### src/rtl/sfx_channel_arbiter.sv
// sfx_channel_arbiter
// Owns the left/right tone path into the divider stage. BGM passes through
// while idle; a granted sound effect preempts both channels for a number of
// beats, followed by an optional silent gap. bgm_hold pauses the music
// player's beat counter so the song resumes where it stopped.
//
// Ports:
//   clk, rst          clock, synchronous active-high reset
//   beat_tick         one-cycle pulse per music beat
//   bgm_en            BGM enable (idle output is silence when low)
//   bgm_toneL/R       BGM tones in Hz, 0 = rest
//   sfx_req           level requests, index 0 highest priority
//   sfx_tone/sfx_dur  packed per-requester tone (Hz) and duration (beats)
//   sfx_ack           one-cycle grant pulse
//   freqL/freqR       frequencies to the divider stage (never 0)
//   volume            volume code to the note generator
//   bgm_hold          pause request to the player controller
//   busy              high in PLAY or GAP
//   active_id         index of the SFX currently playing
module sfx_channel_arbiter #(
  parameter int N_REQ      = 4,
  parameter int DUR_W      = 4,
  parameter int ID_W       = 2,
  parameter int SILENCE_HZ = 20000,
  parameter int BGM_VOL    = 3,
  parameter int SFX_VOL    = 5,
  parameter int GAP_BEATS  = 1
) (
  input  logic                   clk,
  input  logic                   rst,
  input  logic                   beat_tick,
  input  logic                   bgm_en,
  input  logic [31:0]            bgm_toneL,
  input  logic [31:0]            bgm_toneR,
  input  logic [N_REQ-1:0]       sfx_req,
  input  logic [N_REQ*32-1:0]    sfx_tone,
  input  logic [N_REQ*DUR_W-1:0] sfx_dur,
  output logic [N_REQ-1:0]       sfx_ack,
  output logic [31:0]            freqL,
  output logic [31:0]            freqR,
  output logic [2:0]             volume,
  output logic                   bgm_hold,
  output logic                   busy,
  output logic [ID_W-1:0]        active_id
);

  localparam logic [31:0] SIL = 32'(SILENCE_HZ);

  typedef enum logic [1:0] {IDLE, PLAY, GAP} state_t;

  state_t           state, nxt_state;
  logic [DUR_W-1:0] cnt, lat_dur, g_dur;
  logic [31:0]      lat_tone, g_tone;
  logic [ID_W-1:0]  gnt_idx;
  logic             any_req, do_grant, play_done, gap_done;

  // Downstream divides by the frequency, so a rest (0) becomes SILENCE_HZ.
  function automatic logic [31:0] nz(input logic [31:0] t);
    return (t == 32'd0) ? SIL : t;
  endfunction

  always_comb begin
    any_req = |sfx_req;
    gnt_idx = '0;
    g_tone  = '0;
    g_dur   = '0;
    // Descending scan so the lowest set index wins.
    for (int i = N_REQ-1; i >= 0; i--) begin
      if (sfx_req[i]) begin
        gnt_idx = ID_W'(i);
        g_tone  = sfx_tone[i*32 +: 32];
        g_dur   = sfx_dur[i*DUR_W +: DUR_W];
      end
    end

    // In PLAY only a strictly higher-priority requester may preempt; the
    // lowest set index is below active_id iff any such requester exists.
    do_grant = any_req && ((state != PLAY) || (gnt_idx < active_id));

    play_done = beat_tick && ((cnt + 1'b1) == lat_dur);
    gap_done  = beat_tick && ((cnt + 1'b1) == DUR_W'(GAP_BEATS));

    nxt_state = state;
    if (do_grant) nxt_state = PLAY;
    else begin
      case (state)
        PLAY:    if (play_done) nxt_state = (GAP_BEATS == 0) ? IDLE : GAP;
        GAP:     if (gap_done) nxt_state = IDLE;
        default: nxt_state = IDLE;
      endcase
    end
  end

  always_ff @(posedge clk) begin
    if (rst) begin
      state     <= IDLE;
      cnt       <= '0;
      lat_tone  <= '0;
      lat_dur   <= '0;
      sfx_ack   <= '0;
      active_id <= '0;
      freqL     <= SIL;
      freqR     <= SIL;
      volume    <= 3'(BGM_VOL);
      bgm_hold  <= 1'b0;
      busy      <= 1'b0;
    end else begin
      state   <= nxt_state;
      sfx_ack <= '0;

      if (do_grant) begin
        lat_tone         <= g_tone;
        lat_dur          <= (g_dur == '0) ? DUR_W'(1) : g_dur;
        sfx_ack[gnt_idx] <= 1'b1;
        active_id        <= gnt_idx;
      end

      // Counter restarts on every grant and state change; ticks in the
      // deciding cycle are therefore never counted.
      if (do_grant || (nxt_state != state)) cnt <= '0;
      else if (beat_tick && (state != IDLE)) cnt <= cnt + 1'b1;

      // Outputs follow the next state so hold and tone switch together.
      case (nxt_state)
        PLAY: begin
          freqL    <= nz(do_grant ? g_tone : lat_tone);
          freqR    <= nz(do_grant ? g_tone : lat_tone);
          volume   <= 3'(SFX_VOL);
          bgm_hold <= 1'b1;
          busy     <= 1'b1;
        end
        GAP: begin
          freqL    <= SIL;
          freqR    <= SIL;
          volume   <= 3'(BGM_VOL);
          bgm_hold <= 1'b1;
          busy     <= 1'b1;
        end
        default: begin
          freqL    <= bgm_en ? nz(bgm_toneL) : SIL;
          freqR    <= bgm_en ? nz(bgm_toneR) : SIL;
          volume   <= 3'(BGM_VOL);
          bgm_hold <= 1'b0;
          busy     <= 1'b0;
        end
      endcase
    end
  end

endmodule

### config.mk
export PLATFORM = sky130hd
export DESIGN_NAME = sfx_channel_arbiter
export DESIGN_NICKNAME = d
export VERILOG_FILES = /design/src/rtl/sfx_channel_arbiter.sv
export SDC_FILE = /design/constraint.sdc
export NUM_CORES = 1
export LEC_CHECK = 0
export BUFFER_PORTS_ARGS = -buffer_cell sky130_fd_sc_hd__buf_4
export CORE_MARGIN = 3
export CORE_UTILIZATION = 45
export CTS_CLUSTER_DIAMETER = 30
export CTS_CLUSTER_SIZE = 10
export DETAILED_ROUTE_END_ITERATION = 10
export PLACE_DENSITY = 0.8
export SYNTH_ARGS = -nofsm -noshare
export SYNTH_HDL_FRONTEND = slang
export SYNTH_SLANG_ARGS = --single-unit
### constraint.sdc
create_clock -name clk -period 5.2 [get_ports clk]
set_input_delay 0.26 -clock clk [delete_from_list [all_inputs] [get_ports clk]]
set_output_delay 0.26 -clock clk [all_outputs]
set_load 0.05 [all_outputs]
==> run summary, run 1 <==
The run finished with clean final reports. The depth of the worst register-to-register path is 15. In this run the clock root is driven by a sky130_fd_sc_hd__clkbuf_16.

The analysis attributes to cell leakage a power of 4.00 nW. The summed negative setup slack over all endpoints is 0 ps. The tools report the number of detailed-route iterations in the first pass as 8. The floorplan step defined a core boundary enclosing 11600 sq um. After floorplanning, the core was divided into 39 placement rows. The leading area contributor after synthesis was sky130_fd_sc_hd__dfxtp_1. In the global route stage, overall resource usage came out at 30.3%.

The count of unresolved DRC violations after routing was 0. The area growth from synthesis to layout is 51.1%. The min-delay analysis places its worst path in the category in -> reg. The filler cell count in the final layout was 928; the worst-path maximum fanout was 24. The number of endpoints failing setup at the final stage was 0; the half-perimeter wire length after placement was 16.5 mm. The tools report the worst clock skew as 10.2 ps. In the layout the commonest cells are 294 x sky130_fd_sc_hd__buf_4, 115 x sky130_fd_sc_hd__dfxtp_1, 84 x sky130_fd_sc_hd__nor2_1. The clock transition time at the flip-flop clock pins of the worst setup and hold paths is 60 ps, and the area of combinational cells with multiple inputs is 2880 sq um.

The final-report max-slew violation count was 0; the final critical path time including I/O delays and setup was 4180 ps. Static timing analysis puts the maximum clock frequency at 239 MHz. The critical path is of the in -> reg type.

The Yosys step of the flow raised 0 warnings. The TritonCTS buffer count was 17. The layout net count came out at 1129. The global-route track usage on met1 is 35.2%, and the width of the chip is 116 um. Hold repair after CTS inserted 0 buffers. Once layout is complete, the utilization of the core stands at 70.5%. Synthesis produced a netlist whose cell count is 637.

The die covers 13400 sq um. Summing over every cut layer, the via total after detailed routing is 6295. Once placement finished, the instance area stood at 7620 sq um. Setup repair after global routing left no endpoint under its margin.

Sequential cells were found to cover 42.5% of the synthesized design area. The arrival time at the worst endpoint came out at 4530 ps. The die outline height came out at 116 um.

TritonCTS built the clock tree. The synthesized design contains 0 enable-type register cells. The post-synthesis average cell area works out to 8.51 sq um.

In the final layout, the share of cells above drive strength 1 is 36.5%. In this run, synthesis produced a sequential element count of 115. The total overflow left after global routing is 0. The run gives 5420 sq um as the netlist area before placement. Routability-driven placement finished with a final weighted congestion of 0.934.

For the worst-skew pair, the clock arrives at the later sink with an insertion delay of 410 ps. The tools report the number of global-route vias before repair as 6163. Synthesis produced a netlist with a net count of 861. Once the floorplan was initialized, standard cells occupied 46.6% of the core. Ranked by total cell area, the synthesized netlist is headed by sky130_fd_sc_hd__dfxtp_1 42%, sky130_fd_sc_hd__a21o_1 6.2%, sky130_fd_sc_hd__nor2_1 5.8%, sky130_fd_sc_hd__a21oi_1 4.3%, sky130_fd_sc_hd__o22ai_1 4.2%. The diode insertion count for antenna repair is 0, and the number of buffer cells added on primary ports is 289. The number of antenna violations at the first check in global routing was 0. After routing the design area is 8180 sq um. At the worst endpoint, the required time is 5550 ps. The slew of the pin with the lowest slew margin came out at 915 ps.

The predominant post-synthesis flop cell is sky130_fd_sc_hd__dfxtp_1. The number of placed I/O pins is 291. The busiest metal layer after global routing is met2. Summed over all layers, the routed wires come to 21.1 mm. The first global-routing pass estimated 31.5 mm of wire. The logs give 55.2% for the met2 usage in global routing and 60 for the pin count of the biggest net entering global routing. The remaining antenna violation count after routing was 0; the count of routing violations after the opening detailed-route iteration was 529. Using the TritonRoute via totals, the vias-per-cell ratio works out to 5.93. The worst hold path was traced through 2 stages. The element type at the critical path start was a primary input. Most common cell after layout, fill and taps aside: sky130_fd_sc_hd__buf_4. For this design the ratio of total power to cell area is 391 nW/um^2. For met3 alone, demand over resource in global routing was 7.36%. After clock tree synthesis, the setup repair step added 0 buffers. IR analysis of the VDD net gives a maximum drop of 0.000343 V.

Number of hold violations in the final report: 0. Across the run, the number of max-cap violations was 0. The H-tree generated during clock tree synthesis spans 4 levels. The worst setup path is captured at a register. The maximum count of clock buffers along a single path was 2. The per-cell routed wire length came out at 19.9 um.

The number of instances resized during post-cts repair is 0. For this run, asynchronously set or reset flops after synthesis account for 0%. Number of clock sinks seen by CTS: 115.

The final critical path takes up 80.4% of the cycle. The number of different library cells used by synthesis comes to 59. The area share of the leading cell type in the synthesized netlist works out to 42.5%. Area used by sequential logic in the layout: 2300 sq um.

The worst pin sits at a relative slew slack of 39.0%.
==> Yosys cell counts, types with 2 or more instances <==
| master | number |
|---|---|
| sky130_fd_sc_hd__dfxtp_1 | 115 |
| sky130_fd_sc_hd__nor2_1 | 84 |
| sky130_fd_sc_hd__a21oi_1 | 47 |
| sky130_fd_sc_hd__a21o_1 | 45 |
| sky130_fd_sc_hd__o22ai_1 | 36 |
| sky130_fd_sc_hd__clkbuf_1 | 31 |
| sky130_fd_sc_hd__nand2_1 | 31 |
| sky130_fd_sc_hd__nor4_1 | 25 |
| sky130_fd_sc_hd__nor3_1 | 22 |
| sky130_fd_sc_hd__a221oi_1 | 21 |
| sky130_fd_sc_hd__nor2b_1 | 21 |
| sky130_fd_sc_hd__o21ai_0 | 17 |
| sky130_fd_sc_hd__inv_1 | 12 |
| sky130_fd_sc_hd__a22oi_1 | 11 |
| sky130_fd_sc_hd__a2bb2oi_1 | 10 |
| sky130_fd_sc_hd__a211oi_1 | 8 |
| sky130_fd_sc_hd__buf_1 | 8 |
| sky130_fd_sc_hd__ha_1 | 8 |
| sky130_fd_sc_hd__xnor2_1 | 7 |
| sky130_fd_sc_hd__mux2i_1 | 6 |
| sky130_fd_sc_hd__nand4_1 | 6 |
| sky130_fd_sc_hd__a221o_1 | 5 |
| sky130_fd_sc_hd__nand2b_1 | 4 |
| sky130_fd_sc_hd__nand3_1 | 4 |
| sky130_fd_sc_hd__o221ai_1 | 4 |
| sky130_fd_sc_hd__or2_2 | 4 |
| sky130_fd_sc_hd__and2_1 | 3 |
| sky130_fd_sc_hd__or4_1 | 3 |
| sky130_fd_sc_hd__a41oi_1 | 2 |
| sky130_fd_sc_hd__and3_1 | 2 |
| sky130_fd_sc_hd__buf_2 | 2 |
| sky130_fd_sc_hd__buf_4 | 2 |
| sky130_fd_sc_hd__buf_6 | 2 |
| sky130_fd_sc_hd__nor3b_1 | 2 |
| sky130_fd_sc_hd__o21a_1 | 2 |
| sky130_fd_sc_hd__or3b_1 | 2 |
==> through the flow <==
stage	worst slack (ps)	instances	power, mW	hold WS [ps]
2_1_floorplan	1050	637	1.71	370
3_3_place_gp	1020	1029	2.09	464
3_5_place_dp	841	1029	2.11	469
4_1_cts	1140	1061	3.20	48.3
5_1_grt	687	1061	3.32	51.2
6_report	1020	1061	3.20	53.3
==> routing by layer <==
layer	up-vias	share of wire, %
met5	-	0
met4	0	1.9
li1	2899	-
met2	343	52
met3	45	7.6
met1	3008	38
==> path summary, 6_finish.rpt <==
kind / from / endpoint / slack, ps
worst max-delay path: sfx_req[0] / freqR[29] / 1020
worst min-delay path: bgm_toneR[3] / freqR[3] / 50
worst max register to register: cnt[0] / freqR[29] / 1150
worst min register to register: active_id[0] / active_id[0] / 500
==> logic make-up after synthesis <==
| family | after synthesis | synth area share, % |
|---|---|---|
| and+or+nand+nor | 218 | 20.0 |
| xor gates and xnor gates | 9 | 1.71 |
| adders and majority gates | 8 | 1.85 |
| other | 1 | 0.0692 |
| AOI/OAI and AO/OA | 222 | 28.3 |
| buffers and inverters | 58 | 4.48 |
| DFF | 115 | 42.5 |
| muxes | 6 | 1.11 |
==> power by group <==
| group | internal (mW) | switching (mW) | total [mW] | leakage, nW |
|---|---|---|---|---|
| sequential | 1.01 | 0.0526 | 1.06 | 0.950 |
| clock | 0.682 | 0.414 | 1.10 | 0.258 |
| combinational | 0.374 | 0.671 | 1.05 | 2.79 |
==> sequential cells by signal (all words and copies together) (netlist names) <==
name / count
sfx_ack: 4
freqL: 32
state: 2
freqR: 32
cnt: 4
active_id: 2
lat_tone: 32
busy: 1
lat_dur: 4
volume: 2
==> critical path: stages <==
cell                      delay, ps
sky130_fd_sc_hd__buf_4          200
sky130_fd_sc_hd__or2_1          730
sky130_fd_sc_hd__nor2_1         200
sky130_fd_sc_hd__ha_1           350
sky130_fd_sc_hd__nor2b_1        120
sky130_fd_sc_hd__o21ai_0        150
sky130_fd_sc_hd__and3_1         220
sky130_fd_sc_hd__a21oi_1        230
sky130_fd_sc_hd__inv_1           80
sky130_fd_sc_hd__ha_1           360
sky130_fd_sc_hd__nand2_1        110
sky130_fd_sc_hd__nor2b_1        350
sky130_fd_sc_hd__nor2b_1        690
sky130_fd_sc_hd__buf_4          330
sky130_fd_sc_hd__a21o_1         140
==> layout make-up <==
cell class / instances / area share [%]
Inverter: 13 / 0.596
Tap cell: 143 / 2.19
Multi-Input combinational cell: 464 / 35.2
Clock inverter: 11 / 1.30
Timing Repair Buffer: 294 / 27.0
Clock buffer: 21 / 5.63
Sequential cell: 115 / 28.1
No activity file was read; power rests on OpenSTA's default activity.
==> run 2, diff against run 1 <==
==> constraint.sdc (replaced) <==
create_clock -name clk -period 3.9 [get_ports clk]
set_input_delay 0.195 -clock clk [delete_from_list [all_inputs] [get_ports clk]]
set_output_delay 0.195 -clock clk [all_outputs]
set_load 0.05 [all_outputs]
==> run summary, run 2 (synthesis gave the netlist of run 1 again) <==
The flow ran to the end, and the final reports show no timing, DRC or antenna violations. Largest registers in the final layout: freqL: 32 flops, freqR: 32 flops, lat_tone: 32 flops (unchanged). Slew of the pin with the lowest slew margin: 777 ps (was 915 ps). The run gives 6552 (was 6295) as the via total after detailed routing. The element type at the critical path end was a register (unchanged).

Worst flop-to-flop path endpoint: freqR[31] (was freqR[29]). The class of the tightest hold or removal check is in -> reg (unchanged). Per-cell routed wire length: 20.7 um (was 19.9 um). Cells along the critical path: inv_1, ha_1, xnor2_1, nand3_1, nor3b_1, nor2b_1, o21a_1, a21oi_1, inv_1, ha_1, nor2b_1, nand2b_2, nor2_1, a21o_1 (was buf_4, or2_1, nor2_1, ha_1, nor2b_1, o21ai_0, and3_1, a21oi_1, inv_1, ha_1, nand2_1, nor2b_1, nor2b_1, buf_4, a21o_1). The half-perimeter wire length after placement was 16.8 mm (was 16.5 mm); the worst max-slew margin expressed relative to the limit was 46.8% (was 39.0%). End point of the most critical hold path: freqR[4] (was freqR[3]). Share of the core filled with cells: 74.7% (was 70.5%). The die outline height is 116 um (unchanged), and the ratio of routed vias to standard cells is 5.91 (was 5.93). The ratio of total power to cell area was 509 nW/um^2 (was 391 nW/um^2).

Commonest cells after routing, fill and taps aside: 299 x sky130_fd_sc_hd__buf_4, 115 x sky130_fd_sc_hd__dfxtp_1, 84 x sky130_fd_sc_hd__nor2_1 (was 294 x sky130_fd_sc_hd__buf_4, 115 x sky130_fd_sc_hd__dfxtp_1, 84 x sky130_fd_sc_hd__nor2_1). TritonCTS buffer count: 17 (unchanged). The master cell of the clock root buffer was sky130_fd_sc_hd__clkbuf_16 (unchanged). The tools report the row count as 39 (unchanged). The run gives 22.9 mm (was 21.1 mm) as the routed wire length. The share of cells above drive strength 1 came out at 35.8% (was 36.5%). The number of stages on the worst hold path works out to 2 (unchanged). The tools report the wire length of the first global-routing pass as 34.4 mm (was 31.5 mm).

The tools report the maximum clock frequency as 276 MHz. The source of the worst hold timing path was bgm_toneR[4] (was bgm_toneR[3]). For the number of hold violations in the final report, the log shows 0 (unchanged). The worst-path maximum fanout was 23 (was 24).

The depth of the worst register-to-register path is 14 (was 15). The maximum level of the CTS H-tree is 4 (unchanged). The logs give 60 (unchanged) for the pin count of the biggest net entering global routing and 0 (unchanged) for the number of endpoints failing setup at the final stage.

The clock insertion delay at the later pin of the skew report is 420 ps (was 410 ps). TritonCTS built the clock tree. Worst voltage drop across the vdd grid: 0.000381 V (was 0.000343 V). The final critical path time including I/O delays and setup is 3620 ps, and the leakage power is 4.21 nW (was 4.00 nW). The run gives 33.3% (was 30.3%) as the overall global routing resource usage.

The final critical path takes up 92.8% of the cycle. Most common cell after layout, fill and taps aside: sky130_fd_sc_hd__buf_4 (unchanged). The number of placed I/O pins was 291 (unchanged). The worst clock skew was 6.48 ps (was 10.2 ps); the number of buffer cells added on primary ports was 289 (unchanged).

The clock transition time at the flip-flop clock pins of the worst setup and hold paths came out at 60 ps (about the same). The largest incremental delay on the critical path is 380 ps (was 730 ps). Placed instance area: 7650 sq um (was 7620 sq um). Width of the chip: 116 um (unchanged).

For the count of routing violations after the opening detailed-route iteration, the log shows 646 (was 529). The diode insertion count for antenna repair was 0 (unchanged). The count of unresolved DRC violations after routing came out at 0 (unchanged). The run gives 115 (unchanged) as the number of clock sinks seen by CTS.

The synthesis-to-finish area growth came out at 60.2% (was 51.1%). The arrival time at the worst endpoint was 3980 ps (was 4530 ps); the number of buffer and inverter stages on the critical path was 2 (was 3). The cell with the largest stage delay on the worst path is sky130_fd_sc_hd__dfxtp_1 (was sky130_fd_sc_hd__or2_1). The tools report the die area as 13400 sq um (unchanged). For the worst endpoint required time, the log shows 4260 ps (was 5550 ps). The class of the most critical setup path is reg -> reg (was in -> reg). The initial core utilization was 46.6% (unchanged). The final global-route overflow total is 0 (unchanged).

The tools report the element type at the critical path start as a register (was a primary input). The gate family responsible for the most delay along the worst path is simple AND/OR/NAND/NOR gates (unchanged). The reported max-cap violation count is 0 (unchanged), and the routability congestion estimate from global placement is 0.938 (was 0.934). For the total non-filler cell area in the finished layout, the log shows 8680 sq um (was 8180 sq um). The remaining antenna violation count after routing is 0 (unchanged), and the placeable core area is 11600 sq um (unchanged).

Final-report max-slew violation count: 0 (unchanged). The number of global-route vias before repair came out at 6782 (was 6163). The tools report the reg-to-reg startpoint as cnt[0] (unchanged). The number of detailed-route iterations in the first pass was 5 (was 8); the number of antenna violations at the first check in global routing was 0 (unchanged). The maximum count of clock buffers along a single path came out at 2 (unchanged). The tools report the setup slack of the worst register-to-register path as 280 ps (was 1150 ps). The layout net count is 1176 (was 1129), and the number of setup buffers added after CTS is 0 (unchanged).
## run 2: cell types whose count changed in the layout (fill, tap and decap cells not counted), moves of 2 or more
cell | previous run | this run
sky130_fd_sc_hd__dlygate4sd3_1 | 0 | 42
sky130_fd_sc_hd__inv_6 | 0 | 3
sky130_fd_sc_hd__buf_4 | 294 | 299
sky130_fd_sc_hd__nor2b_1 | 20 | 18
sky130_fd_sc_hd__clkbuf_1 | 2 | 0
## run 2: timing repair
action,CTS,global route
hold endpoints to repair,42,0
endpoints found under the setup margin,0,46
gates resized for setup,0,4
hold buffers,42,0
## run 2: stage by stage
stage	setup TNS (ps)	total power [mW]	hold WS (ps)	setup slack, ps	cells
6_report	0	4.42	9.79	280	1108
5_1_grt	-49.2	4.57	4.36	-33.3	1108
4_1_cts	0	4.39	3.80	90.9	1108
3_5_place_dp	0	2.82	405	136	1034
3_3_place_gp	0	2.80	399	346	1034
2_1_floorplan	0	2.29	305	51.6	637
## run 2: final cells by class
cell class / instances / area, sq um
Fill cell: 836 / 2930
Multi-Input combinational cell: 464 / 2890
Timing Repair Buffer: 341 / 2670
Sequential cell: 115 / 2300
Clock buffer: 18 / 439
Tap cell: 143 / 179
Clock inverter: 14 / 154
Inverter: 13 / 48.8
## run 2: report_power, final
part           switching (mW)  internal, mW
logic                   0.920         0.535
clock network           0.588         0.961
registers              0.0676          1.34
total                    1.58          2.84
## run 2: how the worst max path moves through the flow
| stage | startpoint | endpoint | slack, ps | depth (start not counted) |
|---|---|---|---|---|
| 3_5_place_dp | cnt[0] | freqL[27] | 140 | 15 |
| 4_1_cts | cnt[0] | freqR[0] | 90 | 14 |
| 6_report | cnt[0] | freqR[31] | 280 | 14 |
| 5_1_grt | cnt[0] | freqR[31] | -30 | 14 |
| 3_3_place_gp | cnt[0] | freqL[25] | 350 | 15 |
| 2_1_floorplan | sfx_req[0] | freqR[12] | 50 | 20 |
## run 2: routing by layer
layer | GRT usage (%) | share of wire [%]
met3 | 9.19 | 7.7
met5 | 0 | 0
met1 | 36.5 | 37
met2 | 59.7 | 51
met4 | 15.3 | 3.8
## run 2: worst register-to-register path, stage by stage, from the launching register on
cell and delay (ps):
sky130_fd_sc_hd__dfxtp_1 380, sky130_fd_sc_hd__inv_1 90, sky130_fd_sc_hd__ha_1 340, sky130_fd_sc_hd__xnor2_1 170
sky130_fd_sc_hd__nand3_1 100, sky130_fd_sc_hd__nor3b_1 330, sky130_fd_sc_hd__nor2b_1 90, sky130_fd_sc_hd__o21a_1 190
sky130_fd_sc_hd__a21oi_1 260, sky130_fd_sc_hd__inv_1 80, sky130_fd_sc_hd__ha_1 360, sky130_fd_sc_hd__nor2b_1 320
sky130_fd_sc_hd__nand2b_2 380, sky130_fd_sc_hd__nor2_1 340, sky130_fd_sc_hd__a21o_1 140
==> run 3, diff against run 2 <==
--- a/config.mk
+++ b/config.mk
@@ -5,13 +5,14 @@
 export SDC_FILE = /design/constraint.sdc
 export NUM_CORES = 1
 export LEC_CHECK = 0
+export ABC_AREA = 1
 export BUFFER_PORTS_ARGS = -buffer_cell sky130_fd_sc_hd__buf_4
 export CORE_MARGIN = 3
-export CORE_UTILIZATION = 45
+export CORE_UTILIZATION = 46
 export CTS_CLUSTER_DIAMETER = 30
 export CTS_CLUSTER_SIZE = 10
 export DETAILED_ROUTE_END_ITERATION = 10
-export PLACE_DENSITY = 0.8
+export PLACE_DENSITY = 0.81
 export SYNTH_ARGS = -nofsm -noshare
 export SYNTH_HDL_FRONTEND = slang
 export SYNTH_SLANG_ARGS = --single-unit
==> run summary, run 3 <==
Cells along the critical path: ha_1, xor2_1, xor2_1, nor2_1, nand2_1, or2_2, nand3_1, nand2_1, ha_1, inv_1, nor2_1, nand2_1, nand3_1 (was inv_1, ha_1, xnor2_1, nand3_1, nor3b_1, nor2b_1, o21a_1, a21oi_1, inv_1, ha_1, nor2b_1, nand2b_2, nor2_1, a21o_1). For the maximum clock frequency, the log shows 307 MHz (was 276 MHz). The row count was 39 (unchanged). For the half-perimeter wire length after placement, the log shows 15.6 mm (was 16.8 mm). The cell with the largest stage delay on the worst path is sky130_fd_sc_hd__ha_1 (was sky130_fd_sc_hd__dfxtp_1). The logs give 72.1% (was 74.7%) for the share of the core filled with cells and 0 (unchanged) for the number of antenna violations at the first check in global routing.

The worst clock skew came out at 8.33 ps (was 6.48 ps). The wire length of the first global-routing pass was 30.8 mm (was 34.4 mm); the largest incremental delay on the critical path was 760 ps (was 380 ps). The post-synthesis average cell area works out to 6.95 sq um (was 8.51 sq um). The leading area contributor after synthesis is sky130_fd_sc_hd__dfxtp_1 (unchanged). The most common cell after layout, fill and taps aside was sky130_fd_sc_hd__buf_4 (unchanged).

The class of the most critical setup path was reg -> reg (unchanged). The tools report the share of the yosys chip area belonging to registers as 41.0% (was 42.5%). The run gives 0.000379 V (was 0.000381 V) as the worst voltage drop across the vdd grid.

Element type at the critical path end: a register (unchanged). The tools report the final hold slack as 56.6 ps (was 9.79 ps). The number of stages on the worst hold path is 3 (was 2), and the width of the chip is 117 um (was 116 um).

Remaining antenna violation count after routing: 0 (unchanged). The number of buffers added to fix hold violations after cts came out at 0 (was 42). By instance count, the cell type seen most on the critical path is sky130_fd_sc_hd__nand2_1. The tools report the layout net count as 1298 (was 1176). The tools report the element type at the critical path start as a register (unchanged).

Net count after synthesis: 1032 (was 861). Number of detailed-route iterations in the first pass: 7 (was 5). The maximum level of the CTS H-tree was 4 (unchanged). The synthesis-to-finish area growth is 49.5% (was 60.2%). The share of cells above drive strength 1 is 31.6% (was 35.8%), and the leakage power is 4.03 nW (was 4.21 nW).

The number of buffer cells added on primary ports was 289 (unchanged). The clock transition time at the flip-flop clock pins of the worst setup and hold paths works out to 60 ps (about the same). The total non-filler cell area in the finished layout came out at 8400 sq um (was 8680 sq um). Largest registers in the final layout: freqL: 32 flops, freqR: 32 flops, lat_tone: 32 flops (unchanged). Depth of the worst register-to-register path: 13 (was 14). Busiest metal layer after global routing: met2 (unchanged). The tools report the number of instances in the placed design as 1198 (was 1034). The per-cell routed wire length is 16.4 um (was 20.7 um), and the routed wire length is 20.2 mm (was 22.9 mm). TritonCTS built the clock tree. The number of instances resized during post-cts repair came out at 0 (unchanged). The final-report max-slew violation count came out at 0 (unchanged).

The class of the tightest hold or removal check was in -> reg (unchanged). Commonest cells after routing, fill and taps aside: 297 x sky130_fd_sc_hd__buf_4, 243 x sky130_fd_sc_hd__nand2_1, 115 x sky130_fd_sc_hd__dfxtp_1 (was 299 x sky130_fd_sc_hd__buf_4, 115 x sky130_fd_sc_hd__dfxtp_1, 84 x sky130_fd_sc_hd__nor2_1). The run gives 0 (unchanged) as the number of setup buffers added after CTS. Synth top area cells: sky130_fd_sc_hd__dfxtp_1 41%, sky130_fd_sc_hd__nand2_1 16%, sky130_fd_sc_hd__a21oi_1 5.8%, sky130_fd_sc_hd__nand3_1 5.6%, sky130_fd_sc_hd__nor2_1 4.2% (was sky130_fd_sc_hd__dfxtp_1 42%, sky130_fd_sc_hd__a21o_1 6.2%, sky130_fd_sc_hd__nor2_1 5.8%, sky130_fd_sc_hd__a21oi_1 4.3%, sky130_fd_sc_hd__o22ai_1 4.2%). The run gives 55 (was 60) as the pin count of the biggest net entering global routing. The gate family responsible for the most delay along the worst path is simple AND/OR/NAND/NOR gates (unchanged). The number of clock sinks seen by CTS was 115 (unchanged). Placeable core area: 11700 sq um (was 11600 sq um). The maximum count of clock buffers along a single path was 2 (unchanged); the TritonCTS buffer count was 17 (unchanged). The area share of the leading cell type in the synthesized netlist is 41.0% (was 42.5%), and the number of global-route vias before repair is 6274 (was 6782).

Global-route track usage on met1: 35.3% (was 36.5%). Final global-route overflow total: 0 (unchanged). The count of flip-flops with a built-in enable after synthesis is 0 (unchanged), and the netlist area before placement is 5620 sq um (was 5420 sq um). The tools report the worst slack after detailed placement as 459 ps (was 136 ps). The run gives 0 (unchanged) as the count of unresolved DRC violations after routing. Ratio of total power to cell area: 509 nW/um^2 (about the same).

The slew of the pin with the lowest slew margin came out at 892 ps (was 777 ps). Most instantiated cells after synthesis: 243 x sky130_fd_sc_hd__nand2_1, 115 x sky130_fd_sc_hd__dfxtp_1, 65 x sky130_fd_sc_hd__a21oi_1 (was 115 x sky130_fd_sc_hd__dfxtp_1, 84 x sky130_fd_sc_hd__nor2_1, 47 x sky130_fd_sc_hd__a21oi_1). The logs give 0 (unchanged) for the reported max-cap violation count and 1230 (was 1108) for the number of non-filler instances in the completed layout. The run gives 7780 sq um (was 7650 sq um) as the placed instance area. The die outline height was 117 um (was 116 um); the number of warnings reported in the yosys synthesis log was 0 (unchanged). The synthesized instance count came out at 808 (was 637). The number of hold violations in the final report came out at 0 (unchanged). Ratio of routed vias to standard cells: 5.38 (was 5.91).

The met3 layer usage reported by global route came out at 5.08% (was 9.19%). Setup repair after global routing left no endpoint under its margin. The tools report the routability congestion estimate from global placement as 0.876 (was 0.938). The number of gates on the worst path with buffers counted is 13 (was 14), and the worst endpoint required time is 4230 ps (was 4260 ps). The count of routing violations after the opening detailed-route iteration is 457 (was 646).

The number of buffer and inverter stages on the critical path is 1 (was 2), and the initial core utilization is 48.2% (was 46.6%). The die area is 13600 sq um (was 13400 sq um). The worst max-slew margin expressed relative to the limit is 40.5% (was 46.8%).

Diode insertion count for antenna repair: 0 (unchanged). The predominant post-synthesis flop cell was sky130_fd_sc_hd__dfxtp_1 (unchanged). Number of placed I/O pins: 291 (unchanged). For the via total after detailed routing, the log shows 6623 (was 6552).

The summed negative setup slack over all endpoints is 0 ps (unchanged), and the total power consumption of the routed design is 4.28 mW (was 4.42 mW). The fraction of synthesis flops using an asynchronous set or reset pin is 0% (unchanged). For the overall global routing resource usage, the log shows 29.0% (was 33.3%). The met2 usage in global routing came out at 51.7% (was 59.7%). The run gives 650 ps (was 280 ps) as the setup slack of the worst register-to-register path. For the count of cell types in the netlist, the log shows 34 (was 59).

Register bit count reported by yosys: 115 (unchanged). The number of endpoints failing setup at the final stage is 0 (unchanged), and the final critical path time including I/O delays and setup is 3250 ps (was 3620 ps). The tools report the master cell of the clock root buffer as sky130_fd_sc_hd__clkbuf_16 (unchanged).

The final clock period utilization by the worst path is 83.4% (was 92.8%), and the worst-path maximum fanout is 25 (was 23). The arrival time at the worst endpoint was 3590 ps (was 3980 ps); the final worst setup slack was 648 ps (was 280 ps). The clock insertion delay at the later pin of the skew report is 400 ps (was 420 ps). The most frequent cell after synthesis is sky130_fd_sc_hd__nand2_1 (was sky130_fd_sc_hd__dfxtp_1). The flow ran to the end, and the final reports show no timing, DRC or antenna violations.
==> run 3: changes by cell type after synthesis, sizes merged, moves of 11 or more <==
cell / change
nor2b: -21
buf: +15
inv: +47
nand3: +60
a21oi: +18
a21o: -45
nand4: +22
a221oi: -17
nor3: -17
o221ai: +18
nor2: -19
o22ai: -25
a22oi: -11
nand2: +212
==> run 3: tightest hold or removal path, cell delays in order <==
cell,delay (ps)
sky130_fd_sc_hd__buf_4,110
sky130_fd_sc_hd__nand2_1,50
sky130_fd_sc_hd__a21oi_1,50
==> run 3: final cells by class <==
cell class,count,area (sq um)
repair buffers,298,2250
flip-flops and latches,115,2300
well taps,143,179
clock inverters,11,153
clock buffers,21,470
fillers,987,3260
multi-input cells,582,2820
inverters,60,225
==> run 3: logic make-up after synthesis <==
group,share of synthesized area (%)
other,0.0667
and+or+nand+nor,32.7
muxes,0.178
adders and majority gates,1.78
AOI/OAI and AO/OA,14.8
xor gates and xnor gates,0.779
buffers and inverters,8.77
DFF,41.0
==> run 3: where the power goes <==
part	leakage [nW]	internal, mW	switching (mW)	total (mW)
Clock	0.295	1.06	0.543	1.60
Combinational	2.78	0.446	0.861	1.31
Sequential	0.953	1.33	0.0446	1.37
==> run 3: layer usage <==
layer | wire [um] | part of all wire, %
met5 | 0 | 0
met4 | 386 | 1.9
met3 | 1320 | 6.5
met2 | 10300 | 51
met1 | 8220 | 41
==> run 3: path summary, 6_finish.rpt <==
| check | start | to |
|---|---|---|
| worst min register to register | lat_dur[3] | lat_dur[3] |
| worst max-delay path | cnt[0] | freqL[11] |
| worst min-delay path | bgm_toneR[23] | freqR[23] |
| worst max register to register | cnt[0] | freqL[11] |
